**src/rtl/word_packer_pkg.sv**
```systemverilog
// Shared sizing and types for the byte-to-word packer.
// The word layout is MSB-first: byte 0 of a word lands in the top lane.
package packer_pkg;

    localparam int BYTE_W     = 8;
    localparam int WORD_BYTES = 8;
    localparam int WORD_W     = BYTE_W * WORD_BYTES;
    // Needs to hold WORD_BYTES itself, so one more than the lane count.
    localparam int CNT_W      = $clog2(WORD_BYTES + 1);

    typedef logic [WORD_W-1:0] word_t;
    typedef logic [BYTE_W-1:0] byte_t;
    typedef logic [CNT_W-1:0]  cnt_t;

endpackage

```
**src/rtl/word_packer_if.sv**
```systemverilog
// Byte-in / word-out port bundle of the packer.
// The slave modport is the packer; the master modport is its environment.
interface word_packer_if;
    import packer_pkg::*;

    logic  validIn;
    byte_t inData8;
    logic  readyIn;
    logic  flush;
    logic  validOut;
    word_t outData;
    cnt_t  outCount;
    logic  readyOut;

    modport slave (
        input  validIn, inData8, flush, readyOut,
        output readyIn, validOut, outData, outCount
    );

    modport master (
        output validIn, inData8, flush, readyOut,
        input  readyIn, validOut, outData, outCount
    );

endinterface

```
**src/rtl/word_packer_out_skid_reg.sv**
```systemverilog
// One-entry valid/ready holding register for finished words.
// A load on the same edge as a drain replaces the drained entry.
module out_skid_reg
    import packer_pkg::*;
(
    input  logic  clk,
    input  logic  reset,
    input  logic  load,
    input  word_t load_data,
    input  cnt_t  load_count,
    input  logic  ready,
    output logic  can_load,
    output logic  valid,
    output word_t data,
    output cnt_t  count
);

    logic  valid_q, valid_d;
    word_t data_q, data_d;
    cnt_t  count_q, count_d;

    always_ff @(posedge clk or posedge reset) begin
        if (reset) begin
            valid_q <= 1'b0;
            data_q  <= '0;
            count_q <= '0;
        end else begin
            valid_q <= valid_d;
            data_q  <= data_d;
            count_q <= count_d;
        end
    end

    always_comb begin
        valid_d = valid_q;
        data_d  = data_q;
        count_d = count_q;
        if (load) begin
            valid_d = 1'b1;
            data_d  = load_data;
            count_d = load_count;
        end else if (valid_q && ready) begin
            valid_d = 1'b0;
        end
    end

    assign can_load = !valid_q || ready;
    assign valid    = valid_q;
    assign data     = data_q;
    assign count    = count_q;

endmodule

```
**src/rtl/word_packer.sv**
```systemverilog
// Reassembles a byte stream into 64-bit words, first byte in the top lane.
// A flush emits a zero-padded partial word together with its byte count.
module word_packer
    import packer_pkg::*;
(
    input  logic          clk,
    input  logic          reset,
    word_packer_if.slave  bus
);

    // cnt_q == WORD_BYTES is the "accumulator full, waiting to move" state.
    word_t acc_q, acc_d;
    cnt_t  cnt_q, cnt_d;
    logic  pend_flush_q, pend_flush_d;

    word_t acc_n;
    cnt_t  cnt_n;
    logic  ready_in;
    logic  accept;
    logic  word_done;
    logic  emit;
    logic  load;
    logic  can_load;

    always_ff @(posedge clk or posedge reset) begin
        if (reset) begin
            acc_q        <= '0;
            cnt_q        <= '0;
            pend_flush_q <= 1'b0;
        end else begin
            acc_q        <= acc_d;
            cnt_q        <= cnt_d;
            pend_flush_q <= pend_flush_d;
        end
    end

    assign ready_in = (cnt_q != cnt_t'(WORD_BYTES)) && !pend_flush_q;
    assign accept   = bus.validIn && ready_in;

    always_comb begin
        acc_n = acc_q;
        cnt_n = cnt_q;
        if (accept) begin
            for (int i = 0; i < WORD_BYTES; i++) begin
                if (cnt_q == cnt_t'(WORD_BYTES - 1 - i)) begin
                    acc_n[i*BYTE_W +: BYTE_W] = bus.inData8;
                end
            end
            cnt_n = cnt_q + cnt_t'(1);
        end
    end

    // A full word always wants out; a partial one only when flushed, now or earlier.
    always_comb begin
        word_done    = (cnt_n == cnt_t'(WORD_BYTES));
        emit         = word_done || ((bus.flush || pend_flush_q) && (cnt_n != '0));
        load         = emit && can_load;
        acc_d        = acc_n;
        cnt_d        = cnt_n;
        pend_flush_d = emit && !word_done;
        if (load) begin
            acc_d        = '0;
            cnt_d        = '0;
            pend_flush_d = 1'b0;
        end
    end

    out_skid_reg u_out_reg (
        .clk        (clk),
        .reset      (reset),
        .load       (load),
        .load_data  (acc_n),
        .load_count (cnt_n),
        .ready      (bus.readyOut),
        .can_load   (can_load),
        .valid      (bus.validOut),
        .data       (bus.outData),
        .count      (bus.outCount)
    );

    assign bus.readyIn = ready_in;

endmodule

```
**src/flat_wrapper.sv**
```systemverilog
// flat-port wrapper written by rule: the top's interface ports become plain ports
module word_packer_flat import packer_pkg::*;
  (clk, reset, bus_validIn, bus_inData8, bus_flush, bus_readyOut, bus_readyIn, bus_validOut, bus_outData, bus_outCount);
  word_packer_if bus_i ();
  input  logic clk;
  input  logic reset;
  input wire logic [$bits(bus_i.validIn)-1:0] bus_validIn;
  input wire logic [$bits(bus_i.inData8)-1:0] bus_inData8;
  input wire logic [$bits(bus_i.flush)-1:0] bus_flush;
  input wire logic [$bits(bus_i.readyOut)-1:0] bus_readyOut;
  output wire logic [$bits(bus_i.readyIn)-1:0] bus_readyIn;
  output wire logic [$bits(bus_i.validOut)-1:0] bus_validOut;
  output wire logic [$bits(bus_i.outData)-1:0] bus_outData;
  output wire logic [$bits(bus_i.outCount)-1:0] bus_outCount;
  assign bus_i.validIn = bus_validIn;
  assign bus_i.inData8 = bus_inData8;
  assign bus_i.flush = bus_flush;
  assign bus_i.readyOut = bus_readyOut;
  assign bus_readyIn = bus_i.readyIn;
  assign bus_validOut = bus_i.validOut;
  assign bus_outData = bus_i.outData;
  assign bus_outCount = bus_i.outCount;
  word_packer u_core (.clk(clk), .reset(reset), .bus(bus_i));
endmodule
```
**config.mk**
```make
export PLATFORM = sky130hd
export DESIGN_NAME = word_packer_flat
export DESIGN_NICKNAME = d
export VERILOG_FILES = /design/src/rtl/word_packer_pkg.sv /design/src/rtl/word_packer_if.sv /design/src/rtl/word_packer_out_skid_reg.sv /design/src/rtl/word_packer.sv /design/src/flat_wrapper.sv
export SDC_FILE = /design/constraint.sdc
export NUM_CORES = 1
export LEC_CHECK = 0
export ABC_CLOCK_PERIOD_IN_PS = 5130
export BUFFER_PORTS_ARGS = -buffer_cell sky130_fd_sc_hd__buf_2
export CORE_ASPECT_RATIO = 0.7
export CORE_UTILIZATION = 55
export CTS_BUF_LIST = sky130_fd_sc_hd__clkbuf_2
export CTS_CLUSTER_DIAMETER = 50
export DETAILED_ROUTE_END_ITERATION = 8
export PLACE_DENSITY = 0.75
export SYNTH_ARGS = -nofsm -noshare
export SYNTH_HDL_FRONTEND = slang
export SYNTH_SLANG_ARGS = --single-unit
export TNS_END_PERCENT = 5
```
**constraint.sdc**
```tcl
create_clock -name clk -period 5.13 [get_ports clk]
set_input_delay 1.026 -clock clk [delete_from_list [all_inputs] [get_ports clk]]
set_output_delay 1.026 -clock clk [all_outputs]
set_load 0.05 [all_outputs]
```
==> results.txt <==
- The run finished with clean final reports.
- Via count normalized by instance count: 5.115
- The first global-routing pass estimated 18.48 mm of wire.
- Post-cts repair resize count: 0
* Met3 Resource Use GR: under 10%
- Wire length per cell after detailed routing: 16.17 um
- The initialized floorplan defines 30 standard-cell rows.
- Routed Antenna Nets: 0
- Net switching is between 40% and 50% of the power.
- After clock tree synthesis, the clock-pin slew on the worst setup and hold paths is 0.18 ns.
- Std-Cell Core Area: between 9000 and 10000 um^2
* CTS hold repair buffers: 0
- Total negative slack: 0 ns
- Count of input and output buffers: ~80
- Hold Vio Cnt, Final: 0
- The congestion estimate from routability-driven global placement came to ~0.9.
- HP Class: input pin to async pin
- For this design the ratio of total power to cell area is between 600 and 700 nW/um^2.
* Worst Clk Skew: around 0.027 ns
* Leakage: approximately 3.7 nW
* Instance area at placement: 6242 um^2
* Leading cell type in the layout, fill and taps excluded: sky130_fd_sc_hd__dfrtp_1
- Post-synthesis sequential area ratio: 59.83%
- Data arrival at the endpoint of the critical path: approximately 3.9 ns
- Each instance of the synthesized netlist takes up on average around 12 um^2.
- Combinational logic burns 45.6% of the power.
- Counting along the longest clock path gives a buffer depth of 2.
- Post-detail-place hpwl: roughly 7.4 mm
* Minimum clock period: 3.303 ns
* Count of final setup violators: 0
- The area growth from synthesis to layout is 12.10%.
* Share of cells above drive strength 1: 21.13%
- Number of DRC markers in iteration 0: between 200 and 250
* Critical Path Source Type: register
* Starting Density: between 50% and 60%
* Crit path kind: register to register
* Library cells used by synthesis: 26
- For the worst-skew pair, the clock arrives at the later sink with an insertion delay of about 0.67 ns.
- Commonest non-fill, non-tap cells in the layout: 138 x sky130_fd_sc_hd__dfrtp_1, 132 x sky130_fd_sc_hd__mux2i_1, 82 x sky130_fd_sc_hd__buf_2
* Routed WL: 11.26 mm
- In the finished design, the share of the clock period the worst path needs comes to 64.38%.
- When the netlist entered floorplanning its net count stood at 494.
* Peak fanout along the critical path: 26
- Worst ir drop on vdd: 408.8 uV
* RSZ-0062 raised after global routing: no
- Die Ht: 87.71 um
- Entering global routing, the biggest net connects 109 pins.
* Finished layout cell area: between 6000 and 7000 um^2
- Setup fix buffers added after clock tree synthesis: 0
- H-tree depth: 4
- After synthesis the cells add up to 5772 um^2.
- The tree is rooted in a sky130_fd_sc_hd__clkbuf_2.
- At the end of the flow, the number of nets in the layout was ~570.
* Number of iterations in the first detailed-routing pass: 6
* Max-slew headroom: between 20% and 30%
- Via count: between 3000 and 4000
* Critical path data required time: between 5 and 6 ns
* Share of power burned in the clock network: between 10% and 20%
- Antenna diode count: 0
- The initial antenna violation count came to 0.
- The internal power of the cells totals about 2.2 mW.
- Summed over all layers, the global routing overflow is 0.
- In the routed design, unresolved DRC markers number 0.
- Net switching power figure: around 1.8 mW
- Worst Tran Pin Value: 1.056 ns
* Vias in the first global route: ~3600
* Max-slew violation count: 0
* Met2 routing resource usage after global routing: about a third
* Cell count after synthesis: ~480
- STA classifies the critical path endpoint as a register.
- The die covers 10910 um^2.
* Highest Clock Rate: roughly 300 MHz
- Overall power of the completed layout: between 4 and 5 mW
- The layer flagged by global routing as most heavily used is met2.
- Total track usage: between 20% and 30%
- Counting flops and latches in the post-synthesis netlist gives around 140.
- Count of warnings emitted by yosys: 0
- TritonCTS built the clock tree.
* Flop pwr share: about two fifths
* CTS sink count: between 100 and 150
* Met1 usage: 31.32%
- Measured along the x axis, the die boundary spans approximately 120 um.
- # Max-Cap Violations: 0
* I/O pins: 83
- Number of clock buffers inserted by TritonCTS: 17
## layer usage
layer	routed length [um]	vias to the layer above
li1	-	1688
met1	5462	1766
met2	5032	88
met3	561	18
met4	200	0
met5	0	-
## sequential cells by signal (all words and copies together) (netlist names)
name and count:
u_core.cnt_q 4, u_core.pend_flush_q 1, u_core.u_out_reg.valid 1, u_core.acc_q 64, u_core.u_out_reg.count 4, u_core.u_out_reg.data 64
## path summary, 6_finish.rpt
check / from / endpoint / slack (ns) / cells past startpoint
min: reset / u_core.pend_flush_q / 0.53 / 2
max in group asynchronous: reset / u_core.u_out_reg.data[23] / 3.58 / 3
max reg2reg: u_core.cnt_q[0] / u_core.u_out_reg.data[49] / 1.83 / 8
min in group clk: u_core.u_out_reg.data[51] / u_core.u_out_reg.data[51] / 0.53 / 2
max: u_core.cnt_q[0] / u_core.u_out_reg.data[49] / 1.83 / 8
min reg2reg: u_core.u_out_reg.data[51] / u_core.u_out_reg.data[51] / 0.53 / 2
## synth_stat cells
cell	number	area share [%]
sky130_fd_sc_hd__nand2b_1	2	0.22
sky130_fd_sc_hd__o32ai_4	1	0.48
sky130_fd_sc_hd__nor2_1	73	4.7
sky130_fd_sc_hd__o21ai_0	3	0.26
sky130_fd_sc_hd__a211oi_2	1	0.22
sky130_fd_sc_hd__dfrtp_1	138	60
sky130_fd_sc_hd__ha_1	4	0.87
sky130_fd_sc_hd__nand3_1	1	0.087
sky130_fd_sc_hd__o21a_1	1	0.13
sky130_fd_sc_hd__nand3b_1	1	0.13
sky130_fd_sc_hd__buf_4	6	0.78
sky130_fd_sc_hd__mux2i_1	133	23
sky130_fd_sc_hd__buf_2	3	0.26
sky130_fd_sc_hd__nor3_1	4	0.35
sky130_fd_sc_hd__and3b_1	1	0.15
sky130_fd_sc_hd__a2bb2oi_1	1	0.15
sky130_fd_sc_hd__nand4bb_1	1	0.20
sky130_fd_sc_hd__buf_1	9	0.59
sky130_fd_sc_hd__nand2_1	9	0.59
sky130_fd_sc_hd__mux2_2	1	0.20
sky130_fd_sc_hd__inv_1	71	4.6
sky130_fd_sc_hd__o31a_1	1	0.15
sky130_fd_sc_hd__xnor2_1	2	0.30
sky130_fd_sc_hd__buf_6	7	1.4
sky130_fd_sc_hd__a21oi_1	2	0.17
sky130_fd_sc_hd__or2_2	1	0.11
## kinds of logic (layout without fill, tap and decap cells)
group           count (synthesis)  count (layout)  synth area share [%]
fa+ha+maj                       4               4                0.8671
buf+inv                        96             187                 7.609
compound gates                 10              10                 1.561
xor+xnor                        2               2                0.3035
flops                         138             138                 59.83
simple gates                   93              93                 6.568
mux                           134             134                 23.26
## metrics by stage
stage | worst slack (ns) | instances | hold WS (ns) | util [%]
3_5_place_dp | 1.713 | 666 | 0.5050 | 62.75
3_3_place_gp | 1.812 | 666 | 0.4984 | 62.75
2_1_floorplan | 0.4078 | 477 | 0.4800 | -
4_1_cts | 1.801 | 696 | 0.5301 | 65.04
5_1_grt | 1.546 | 696 | 0.5460 | 65.04
6_report | 1.827 | 696 | 0.5255 | 65.04
## critical path, cell delays in order, from the launching register on
cell	delay [ns]
sky130_fd_sc_hd__dfrtp_1	0.48
sky130_fd_sc_hd__inv_1	0.11
sky130_fd_sc_hd__ha_1	0.28
sky130_fd_sc_hd__a211oi_2	0.23
sky130_fd_sc_hd__a21oi_1	0.10
sky130_fd_sc_hd__o32ai_4	0.41
sky130_fd_sc_hd__mux2i_4	0.94
sky130_fd_sc_hd__buf_4	0.45
sky130_fd_sc_hd__mux2i_1	0.22
## power groups by stage
stage | logic [mW] | registers, mW | clock network, mW
detailed placement | 1.85 | 1.58 | 0
floorplan | 0.862 | 2.20 | 0
global route | 1.97 | 1.60 | 0.691
CTS | 1.85 | 1.56 | 0.644
global placement | 1.80 | 1.57 | 0
finish | 1.84 | 1.56 | 0.630
## final cells by class
class                   instances  area (um^2)
repair buffers                 86        465.4
multi-input cells             243         1892
flip-flops and latches        138         3453
clock buffers                  20        100.1
well taps                     128        160.2
fillers                       787         3477
clock inverters                10        127.6
inverters                      71        271.5
No activity file was read; power rests on OpenSTA's default activity.
